$ cat src/rtl/west_edge_issuer.sv
// West-edge instruction/activation issuer for the systolic MAC array.
// Issues one burst per command and skews it so row r sees it r cycles late.
module west_edge_issuer #(
  parameter int row        = 8,
  parameter int bw         = 4,
  parameter int inst_width = 4,
  parameter int len_bw     = 8
) (
  input  logic                        clk,
  input  logic                        reset,
  input  logic                        start,
  input  logic [1:0]                  mode,
  input  logic [len_bw-1:0]           len,
  input  logic [row*bw-1:0]           in_data,
  input  logic                        in_valid,
  output logic                        in_ready,
  output logic [row*bw-1:0]           out_w,
  output logic [row*inst_width-1:0]   inst_w,
  output logic                        busy,
  output logic                        done
);

  typedef enum logic [1:0] {
    IDLE  = 2'd0,
    ISSUE = 2'd1,
    DRAIN = 2'd2,
    DONE  = 2'd3
  } state_t;

  localparam int DRAIN_LAST = (row > 1) ? row - 2 : 0;

  state_t                state_q, state_d;
  logic [1:0]            mode_q, mode_d;
  logic [len_bw-1:0]     len_q, len_d;
  logic [len_bw-1:0]     issue_cnt_q, issue_cnt_d;
  logic [len_bw-1:0]     drain_cnt_q, drain_cnt_d;
  logic                  in_ready_q, in_ready_d;
  logic                  busy_q, busy_d;
  logic                  done_q, done_d;
  logic [inst_width-1:0] inst0_d;
  logic [row*bw-1:0]     data0_d;
  logic                  load;

  // Each skew stage holds the whole vector; row r only taps its own slice.
  logic [inst_width-1:0] inst_q [row];
  logic [row*bw-1:0]     data_q [row];

  function automatic logic is_data_mode(input logic [1:0] m);
    return (m == 2'd1) || (m == 2'd2);
  endfunction

  always_comb begin
    state_d     = state_q;
    mode_d      = mode_q;
    len_d       = len_q;
    issue_cnt_d = issue_cnt_q;
    drain_cnt_d = drain_cnt_q;
    inst0_d     = '0;
    data0_d     = '0;
    load        = 1'b0;
    case (state_q)
      IDLE: begin
        if (start) begin
          mode_d      = mode;
          len_d       = len;
          issue_cnt_d = '0;
          state_d     = (len == '0) ? DONE : ISSUE;
        end
      end
      ISSUE: begin
        load = is_data_mode(mode_q) ? in_valid : 1'b1;
        if (load) begin
          inst0_d     = inst_width'(1) << mode_q;
          data0_d     = is_data_mode(mode_q) ? in_data : '0;
          issue_cnt_d = issue_cnt_q + 1'b1;
          if (issue_cnt_q == len_q - 1'b1) begin
            drain_cnt_d = '0;
            state_d     = (row > 1) ? DRAIN : DONE;
          end
        end
      end
      DRAIN: begin
        drain_cnt_d = drain_cnt_q + 1'b1;
        if (drain_cnt_q == len_bw'(DRAIN_LAST)) state_d = DONE;
      end
      DONE: state_d = IDLE;
      default: state_d = IDLE;
    endcase
    // Status outputs are registered from the next state so they align with state_q.
    busy_d     = (state_d != IDLE);
    done_d     = (state_d == DONE);
    in_ready_d = (state_d == ISSUE) && is_data_mode(mode_d);
  end

  always_ff @(posedge clk) begin
    if (reset) begin
      state_q     <= IDLE;
      mode_q      <= '0;
      len_q       <= '0;
      issue_cnt_q <= '0;
      drain_cnt_q <= '0;
      in_ready_q  <= 1'b0;
      busy_q      <= 1'b0;
      done_q      <= 1'b0;
      for (int r = 0; r < row; r++) begin
        inst_q[r] <= '0;
        data_q[r] <= '0;
      end
    end else begin
      state_q     <= state_d;
      mode_q      <= mode_d;
      len_q       <= len_d;
      issue_cnt_q <= issue_cnt_d;
      drain_cnt_q <= drain_cnt_d;
      in_ready_q  <= in_ready_d;
      busy_q      <= busy_d;
      done_q      <= done_d;
      inst_q[0]   <= inst0_d;
      data_q[0]   <= data0_d;
      for (int r = 1; r < row; r++) begin
        inst_q[r] <= inst_q[r-1];
        data_q[r] <= data_q[r-1];
      end
    end
  end

  for (genvar g = 0; g < row; g++) begin : g_row
    assign inst_w[g*inst_width +: inst_width] = inst_q[g];
    assign out_w[g*bw +: bw]                  = data_q[g][g*bw +: bw];
  end

  assign in_ready = in_ready_q;
  assign busy     = busy_q;
  assign done     = done_q;

endmodule
$ cat config.mk
export PLATFORM = sky130hd
export DESIGN_NAME = west_edge_issuer
export DESIGN_NICKNAME = d
export VERILOG_FILES = /design/src/rtl/west_edge_issuer.sv
export SDC_FILE = /design/constraint.sdc
export NUM_CORES = 1
export LEC_CHECK = 0
export CAP_MARGIN = 40
export CELL_PAD_IN_SITES_DETAIL_PLACEMENT = 1
export CELL_PAD_IN_SITES_GLOBAL_PLACEMENT = 2
export CORE_MARGIN = 8
export CORE_UTILIZATION = 38
export CTS_BUF_LIST = sky130_fd_sc_hd__clkbuf_2
export DETAILED_ROUTE_END_ITERATION = 8
export PLACE_DENSITY_LB_ADDON = 0.1
export SKIP_LAST_GASP = 1
export SLEW_MARGIN = 20
export SYNTH_ARGS = -nofsm -noshare
export SYNTH_HDL_FRONTEND = slang
export SYNTH_SLANG_ARGS = --single-unit
$ cat constraint.sdc
create_clock -name clk -period 4.5 [get_ports clk]
set_input_delay 0.9 -clock clk [delete_from_list [all_inputs] [get_ports clk]]
set_output_delay 0.9 -clock clk [all_outputs]
set_load 0.01 [all_outputs]
==> impl_metrics.yaml, run 1 <==
status:
  outcome: "complete, no violations"
placed_design:
  portBuffers: 112
  post-place-ws_ns: 1.61
  place_inst: 882
  gp_congestion: 0.734
  dpl_cell_area_mm2: 0.00764
  dp_hpwl_um: 8650
worst_setup_path:
  worstSetupPathType: "flop to output pin"
  worstPathBufferInverterCount: 1
  cp_top_family: "buffers and inverters"
  cp_data_arrival_time_ns: 1.68
  critPathMaxFanout: 1
  crit_path_start_kind: "flop"
  worstPathRequired_ns: 3.60
  timing.rr.end: "in_ready"
  rr_worst_depth: 8
  endpoint_kind: "output pin"
  critPathMaxStageDelay_ns: 0.57
  critPathSlowestCell: "clkdlybuf4s50_1"
  r2r_slack_ns: 2.23
  worstPathCellList: "clkdlybuf4s50_1"
  worstReg2RegStart: "len_q[0]"
sta:
  fin_skew_ns: 0.0292
  max_freq_ghz: 0.388
  worstMarginPinSlew_ns: 0.721
  setup-tns-final_ns: 0
  finalCritPeriodShare: 0.573
  setup_violations: 0
  relSlewSlack: 0.519
  slew_violations: 0
  holdWs_ns: 0.417
  final_hold_viol_count: 0
  period_needed_ns: 2.58
  rsz0062_at_grt: "no"
  setup_slack_ns: 1.92
yosys:
  syn_avg_cell_area_um2: 11.0
  ys_warn_count: 0
  syn_nets: 647
  ys_async_sr_fraction: 0
  yosysSeqAreaShare: 0.633
  synth-edff-count: 0
  synth_area_mm2: 0.00655
  synth_cell_type_count: 47
  ys_ff_latch: 207
  ys.flop_type: "dfxtp_1"
  synth_cells: 597
clocking:
  cts.sinks: 207
  h-tree-depth: 2
  worstSkewPairLatency_ns: 0.77
  cts_setup_buffers: 0
  cts_made_buffers: 51
  clockBufferDepth: 3
  cts-root-buf: "clkbuf_2"
  cts_resized: 0
  tritoncts: "done"
  path_clk_slew_ns: 0.10
  hold_buffers: 0
route:
  drc: 0
  ant_nets: 0
  drt-initial-drc-count: 163
  vias: 4185
  drt-pass1-iter-count: 4
  routedWlPerCell_um: 13.0
  routed_wl_um: 12700
  vias_per_cell: 4.30
global_route:
  globalRouteOverflowTotal: 0
  grt_pass1_wl_um: 20900
  antenna_found_initial: 1
  track_usage: 0.117
  grt_max_degree: 79
  grt_pass1_vias: 4541
pwr:
  power.leakage_uw: 0.00321
  powerDensity_mw_per_mm2: 392
  vdd_drop_max_v: 0.000186
die:
  fp.dieH_um: 147
  initial_core_util: 0.384
  coreArea_mm2: 0.0171
  ios: 113
  die-area_mm2: 0.0217
  floorplan.rows: 48
  fp.dieW_um: 147
finish:
  drive_above_1_share: 0.138
  stdcell_count: 974
  synthToLayoutAreaGrowth_pct: 23.6
  fin_area_mm2: 0.00809
  layout.nets: 760
worst_hold_path:
  whs_endpoint: "data_q[1][127]"
  hold_path.class: "flop to flop"
  holdPathStages: 1
  hp-start: "data_q[1][95]"
flow_run:
  max-cap-violations: 0
==> layout by cell type, fill, tap and decap left out, drive strengths merged, types with 3 or more instances in the layout <==
master and n:
o21ai 5, nor2b 141, clkinv 12, a31o 5, buf 4, and3 6, inv 8, nor3 11
a21oi 18, xor2 8, nand2 32, nand2b 3, ha 4, nor2 18, and2 34, clkbuf 78
nand4 6, xnor2 8, or3 3, nor4 5, clkdlybuf4s50 111, dfxtp 207
==> report_power, final <==
group	total, uW	switching, uW	internal, uW
sequential	1860	13.3	1850
combinational	145	72.5	72.6
clock	1170	705	461
total	3170	791	2380
==> flip-flops by register name, summed over array words and instances (netlist names) <==
register     cells
in_ready         1
len_q            8
drain_cnt_q      8
issue_cnt_q      8
mode_q           2
done             1
inst_q          32
busy             1
state_q          2
data_q         144
==> logic make-up (layout without fill, tap and decap cells) <==
family                   Yosys count  count (layout)  synth area share
other                              0               1                 0
AND/OR/NAND/NOR                  269             269             0.244
buffers and inverters             63             214            0.0560
XOR/XNOR                          16              16            0.0214
adder cells (fa/ha/maj)            4               4           0.00764
multiplexers                       1               1           0.00172
AO/OA/AOI/OAI                     37              37            0.0367
flip-flops                       207             207             0.633
==> layer usage <==
| layer | part of all wire | global-route usage | vias to the layer above |
|---|---|---|---|
| met1 | 0.43 | 0.123 | 1934 |
| met4 | 0.026 | 0.0699 | 0 |
| li1 | - | - | 2123 |
| met2 | 0.47 | 0.196 | 101 |
| met3 | 0.066 | 0.0458 | 27 |
| met5 | 0 | 0 | - |
==> how the worst max path moves through the flow <==
stage,from,end,cells after the start
2_1_floorplan,in_valid,issue_cnt_q[7],6
5_1_grt,data_q[0][73],out_w[9],1
4_1_cts,inst_q[0][1],inst_w[1],1
3_3_place_gp,in_valid,data_q[0][10],6
3_5_place_dp,in_valid,data_q[0][7],7
6_report,data_q[0][37],out_w[5],1
==> cell usage after synthesis (2+ instances only) <==
master,number,area (um2)
a21oi_1,17,85.1
a31o_2,4,35.0
a31oi_1,2,12.5
and2_1,34,213
and3_1,5,31.3
buf_4,32,240
clkbuf_1,21,78.8
dfxtp_1,207,4140
ha_1,4,50.1
inv_1,8,30.0
nand2_1,32,120
nand2b_1,3,18.8
nand3_1,2,10.0
nand4_1,6,37.5
nor2_1,18,67.6
nor2b_1,140,876
nor3_1,9,45.0
nor3_2,2,20.0
nor4_1,4,25.0
o21ai_0,5,25.0
or3_1,2,12.5
xnor2_1,8,70.1
xor2_1,8,70.1
==> through the flow <==
step                      total power, uW   util
after floorplan                      1980      -
after global placement               2050  0.447
after detailed placement             2050  0.448
after CTS                            3260  0.474
after global routing                 3370  0.474
final                                3170  0.474
==> layout make-up <==
| class | count | area [um2] |
|---|---|---|
| antenna | 1 | 2.50 |
| clock buffer | 78 | 390 |
| clock inverter | 13 | 60.1 |
| fill | 1895 | 8970 |
| inverter | 8 | 30.0 |
| multi-input combinational | 327 | 2040 |
| sequential | 207 | 4140 |
| tap | 225 | 282 |
| timing repair buffer | 115 | 1140 |
Note: power is estimated with default switching activity, not from simulation.
==> run 2: changes to the inputs <==
CORE_UTILIZATION = 32   (was 38)
clock period = 2.3 ns   (was 4.5 ns; I/O delays follow)
==> run 2 against run 1 <==
Compared with the run above:
- utilization is 6.9 points lower
- sequential cell count stayed put
- non-clock buffer count is 4 higher
- cell area is 1.1% higher
==> impl_metrics.yaml, run 2 (same netlist as run 1, synthesis figures left out) <==
finish:
  drive_above_1_share: 0.141
  largest_reg_flops: 144
  top_regs: "data_q (144), inst_q (32)"
  stdcell_count: 1015
  layout_commonest_cell: "dfxtp_1"
  final_cell_mix: "207 x dfxtp_1, 140 x nor2b_1, 110 x clkdlybuf4s50_1, 79 x clkbuf_2, 34 x and2_1"
  layout.nets: 767
  synthToLayoutAreaGrowth_pct: 24.9
  final_util: 0.406
  fin_area_mm2: 0.00818
  nFillCells: 2292
  largest_register: "data_q"
global_route:
  grt_max_degree: 92
  antenna_found_initial: 1
  track_usage: 0.103
  globalRouteOverflowTotal: 0
  grt_pass1_vias: 4518
  grt_pass1_wl_um: 21800
clocking:
  cts_made_buffers: 54
  clockBufferDepth: 3
  h-tree-depth: 2
  cts-root-buf: "clkbuf_2"
  path_clk_slew_ns: 0.10
  cts_setup_buffers: 0
  cts.sinks: 207
  tritoncts: "done"
  worstSkewPairLatency_ns: 0.76
sta:
  slew_violations: 0
  final_hold_viol_count: 0
  period_needed_ns: 2.13
  relSlewSlack: 0.733
  max_freq_ghz: 0.470
  setup_violations: 0
  worstMarginPinSlew_ns: 0.400
  finalCritPeriodShare: 0.925
  fin_skew_ns: 0.0622
  rsz0062_at_grt: "no"
  setup-tns-final_ns: 0
die:
  coreArea_mm2: 0.0202
  floorplan.rows: 52
  initial_core_util: 0.325
  ios: 113
  die-area_mm2: 0.0253
  fp.dieH_um: 159
  fp.dieW_um: 159
pwr:
  power.leakage_uw: 0.00323
  power_uw: 6170
  powerDensity_mw_per_mm2: 754
  vdd_drop_max_v: 0.000259
placed_design:
  dp_hpwl_um: 8740
  place_inst: 930
  portBuffers: 112
  dpl_cell_area_mm2: 0.00775
  gp_congestion: 0.744
route:
  drt-pass1-iter-count: 4
  routed_wl_um: 12800
  routedWlPerCell_um: 12.6
  drt-initial-drc-count: 113
  drc: 0
  vias_per_cell: 4.17
  ant_nets: 0
  vias: 4231
worst_setup_path:
  cp_data_arrival_time_ns: 1.67
  critPathMaxFanout: 2
  worstSetupPathType: "flop to output pin"
  crit_path_start_kind: "flop"
  cp_top_family: "buffers and inverters"
  critPathMaxStageDelay_ns: 0.56
  critPathSlowestCell: "clkdlybuf4s50_1"
  worstPathRequired_ns: 1.84
  endpoint_kind: "output pin"
  worstPathBufferInverterCount: 1
  worstPathCellList: "clkdlybuf4s50_1"
worst_hold_path:
  hold_path.class: "input pin to flop"
status:
  outcome: "complete, no violations"
flow_run:
  max-cap-violations: 0
==> run 2: cell types whose count changed in the layout (fill, tap and decap cells not counted) <==
cell / delta
buf_12: +3
inv_2: +1
clkinvlp_4: -1
clkinv_1: -7
clkdlybuf4s50_1: -1
dlygate4sd3_1: +1
clkbuf_2: +1
clkinv_2: -2
dlygate4sd2_1: +1
==> run 2: metal layers <==
metal,share of wire,global-route usage,up-vias
met1,0.42,0.107,1939
li1,-,-,2132
met3,0.11,0.0587,33
met2,0.45,0.167,127
met4,0.024,0.0463,0
met5,0,0,-
==> run 2: stage by stage <==
| stage | setup slack [ns] | hold slack (ns) |
|---|---|---|
| after floorplan | 0.359 | 0.414 |
| after global placement | 0.195 | 0.416 |
| after detailed placement | 0.0810 | 0.425 |
| after CTS | 0.00476 | 0.132 |
| after global routing | 0.00385 | 0.123 |
| final | 0.172 | 0.259 |
==> run 2: area by class of cell <==
type	instances	area [um2]	area share
flip-flops and latches	207	4140	0.507
clock buffers	79	395	0.0483
inverters	8	30.0	0.00367
clock inverters	4	20.0	0.00245
repair buffers	119	1210	0.148
multi-input cells	327	2040	0.249
diodes	1	2.50	0.000306
well taps	270	338	0.0413
==> run 2: power breakdown <==
group / internal [uW] / total, uW / switching, uW
Clock: 892 / 2230 / 1330
Combinational: 152 / 298 / 146
Sequential: 3620 / 3640 / 25.2
==> run 2: final timing paths <==
kind / slack (ns) / cells past startpoint / start / endpoint
setup / recovery: 0.17 / 1 / inst_q[0][2] / inst_w[2]
hold / removal: 0.26 / 2 / in_data[22] / data_q[0][22]
setup reg to reg: 0.27 / 8 / len_q[0] / drain_cnt_q[7]
hold reg to reg: 0.41 / 1 / data_q[0][63] / data_q[0][95]
==> run 2: timing repair <==
item,in CTS,in global routing
hold endpoints to repair,26,0
gates resized for setup,1,0
endpoints found under the setup margin,1,0
hold buffers,1,0
